===== config.mk =====
export PLATFORM = sky130hd
export DESIGN_NAME = message_storage
export DESIGN_NICKNAME = d
export VERILOG_FILES = /design/src/rtl/message_storage.sv
export SDC_FILE = /design/constraint.sdc
export NUM_CORES = 1
export LEC_CHECK = 0
export CAP_MARGIN = 20
export CORE_AREA = 5 5 42 44
export DETAILED_ROUTE_END_ITERATION = 16
export DIE_AREA = 0 0 47 49
export PLACE_DENSITY = 0.65
export SYNTH_ARGS = -nofsm -noshare
export SYNTH_HDL_FRONTEND = slang
export SYNTH_SLANG_ARGS = --single-unit

===== constraint.sdc =====
create_clock -name clk -period 0.8 [get_ports clk]
set_input_delay 0.16 -clock clk [delete_from_list [all_inputs] [get_ports clk]]
set_output_delay 0.16 -clock clk [all_outputs]
set_load 0.005 [all_outputs]

===== src/rtl/message_storage.sv =====
// Fixed 16-character message ROM ("HELLO, WORLD!   ") with registered character output.
// Optional MSG_SCROLL_EN adds a scroll offset that rotates the message without changing addr.
module message_storage #(
    parameter int              ADDR_W     = 4,
    parameter int              DATA_W     = 8,
    parameter logic [DATA_W-1:0] BLANK_CHAR = 8'h20
) (
    input  logic              clk,
    input  logic              reset,
    input  logic [ADDR_W-1:0] addr,
    output logic [DATA_W-1:0] display
`ifdef MSG_SCROLL_EN
    ,
    input  logic              scroll_step,
    output logic [ADDR_W-1:0] scroll_offset
`endif
);

    logic [ADDR_W-1:0] eff_addr;
    logic [7:0]        rom_char;

`ifdef MSG_SCROLL_EN
    always_ff @(posedge clk or posedge reset) begin
        if (reset)
            scroll_offset <= '0;
        else if (scroll_step)
            scroll_offset <= scroll_offset + 1'b1;
    end

    // Natural 4-bit wrap gives the rotation; the offset used is the pre-increment value.
    assign eff_addr = addr + scroll_offset;
`else
    assign eff_addr = addr;
`endif

    always_comb begin
        rom_char = 8'h20;
        case (eff_addr)
            4'd0:    rom_char = 8'h48;
            4'd1:    rom_char = 8'h45;
            4'd2:    rom_char = 8'h4C;
            4'd3:    rom_char = 8'h4C;
            4'd4:    rom_char = 8'h4F;
            4'd5:    rom_char = 8'h2C;
            4'd6:    rom_char = 8'h20;
            4'd7:    rom_char = 8'h57;
            4'd8:    rom_char = 8'h4F;
            4'd9:    rom_char = 8'h52;
            4'd10:   rom_char = 8'h4C;
            4'd11:   rom_char = 8'h44;
            4'd12:   rom_char = 8'h21;
            default: rom_char = 8'h20;
        endcase
    end

    always_ff @(posedge clk or posedge reset) begin
        if (reset)
            display <= BLANK_CHAR;
        else
            display <= DATA_W'(rom_char);
    end

endmodule


==> reports/qor.yml <==
cap_violations: 0
hold_path_class: "input pin to asynchronous set/reset pin"
vias: 300
port_buffers: 12
clkTransAtPathRegs_ps: 50
syn_nets: 47
cts_root_buf: "clkbuf_4"
grt_max_degree: 10
critical_path_class: "flop to primary output"
finalSetupViolations: 7
dp_slack_ps: -684
synth.yosys.seq_area_share_pct: 44.2
netlist_area_um2: 399
die_y_um: 49
grt_usage_pct: 6.81
synth_cell_types: 17
start_util_pct: 28.5
diodes: 0
fill_cells: 150
grt_antenna_before_repair: 0
vdd.ir_drop.worst_mv: 0.434
critical_path.cell_chain: "buf_2"
leakage_nw: 0.287
area_growth_pct: 45.5
total_power_w: 0.000881
syn_avg_cell_area_um2: 11.4
die_w_um: 47
drc: 0
largest_reg_flops: 7
required_ps: 640
antenna_left: 0
cts_tree: "built"
first_pass_iters: 3
crit_path_end_kind: "primary output"
post_cts_buffers: 0
drt-total-wl_um: 702
drive_gt1_share_pct: 48.1
regMostFlops: "display"
grt_pass1_vias: 262
cp_num_buf_inv: 1
timing.fmax_ghz: 0.988
worstPathMaxFanout: 1
cts_max_level: 1
clock_path_buffers: 2
fin_crit_ps: 1010
cpMaxStageDelayCell: "dfstp_2"
hold_viol: 0
crit_family: "flip-flops"
dieArea_mm2: 0.00230
grt_setup_unrepaired: "yes"
violations: "negative setup slack"
num_io_pins: 14
overflow: 0
syn_inst: 35
arrival_ps: 850
grt_pass1_wl_mm: 1.06
reg_top3: "display x7"
p_per_area_mw_per_mm2: 1520
routed_via_density: 4.29
worst_slack_ps: -212
ys_warn_count: 0
core-area_mm2: 0.00140
ys_ff_latch: 7
numCtsBuffers: 3
num_rows: 14
hold_buffers: 0
cp-start-kind: "flop"
gp_congestion: 0.721
wl_per_cell_um: 10.0
slowest_delay_ps: 500
slew_violations: 0
period_share_pct: 127
first_iter_violations: 4
cts.sinks: 7
fin_nets: 67
status: "finished with violations"
## placed cells by master (no fill, tap or decap), types with 2 or more instances in the layout
cell type and n:
buf_2 7, dfrtp_1 6, buf_4 5, ha_1 4
inv_1 3, clkbuf_4 3, nand2b_1 2, o2bb2ai_1 2
nor2b_1 2, ha_4 2, buf_6 2
## worst paths after layout
path	from	endpoint	slack, ps	cells past startpoint
min in group clk	addr[1]	display[3]$_DFF_PP0_	240	3
max in group asynchronous	reset	display[5]$_DFF_PP1_	410	2
min	reset	display[6]$_DFF_PP0_	140	2
max	display[5]$_DFF_PP1_	display[5]	-210	1
## power by group
part | internal, W | total, W | switching (W)
Clock | 0.000190 | 0.000310 | 0.000121
Combinational | 0.0000976 | 0.000181 | 0.0000838
Sequential | 0.000385 | 0.000390 | 0.00000467
## kinds of logic (layout without fill, tap and decap cells)
family          Yosys count  count (layout)  share of synthesized area, %
compound gates            6               6                          12.2
fa+ha+maj                 6               6                          18.8
mux                       1               1                          3.76
other cells               1               1                         0.940
buf+inv                   7              26                          9.41
flops                     7               7                          44.2
simple gates              7               7                          10.7
## Yosys cell counts (all sizes together)
master,count,area (um2)
nor3b,1,7.51
nand2b,2,12.5
o22ai,1,6.26
dfrtp,6,150
conb,1,3.75
nor2,1,3.75
o2bb2ai,2,17.5
nor2b,3,18.8
mux2,1,15.0
dfstp,1,26.3
ha,6,75.1
buf,2,18.8
o21a,1,7.51
o31a,1,8.76
inv,5,18.8
o32ai,1,8.76
## metal layers
| layer | GRT usage, % | wire length, um | vias to the layer above |
|---|---|---|---|
| met5 | 0 | 0 | - |
| li1 | - | - | 150 |
| met3 | 1.11 | 83 | 4 |
| met1 | 6.52 | 236 | 132 |
| met4 | 9.68 | 31 | 0 |
| met2 | 9.73 | 351 | 14 |
## cell type report
class                      count  area, um2  share of cell area [%]
sequential                     7        176                    30.4
clock buffer                   4       26.3                    4.53
multi-input combinational     21        218                    37.5
timing repair buffer          17        119                    20.5
inverter                       5       21.3                    3.66
tap                           16       20.0                    3.45
## timing repair
action | in CTS | in global routing
resized for setup | 42 | 6
gates cloned | 0 | 0
endpoints found under the setup margin | 14 | 10
pin swaps | 1 | 1
## per-stage QoR
| step | utilization, % | std cells | instance area [um2] | hold slack, ps | TNS, ps |
|---|---|---|---|---|---|
| 2_1_floorplan | - | 35 | 409 | -37.3 | -114 |
| 3_3_place_gp | 40.5 | 66 | 568 | 397 | -5360 |
| 3_5_place_dp | 40.5 | 66 | 568 | 407 | -5470 |
| 4_1_cts | 40.2 | 70 | 563 | 148 | -714 |
| 5_1_grt | 41.4 | 70 | 581 | 150 | -901 |
| 6_report | 41.4 | 70 | 581 | 136 | -657 |
(Power assumes the default switching activity.)
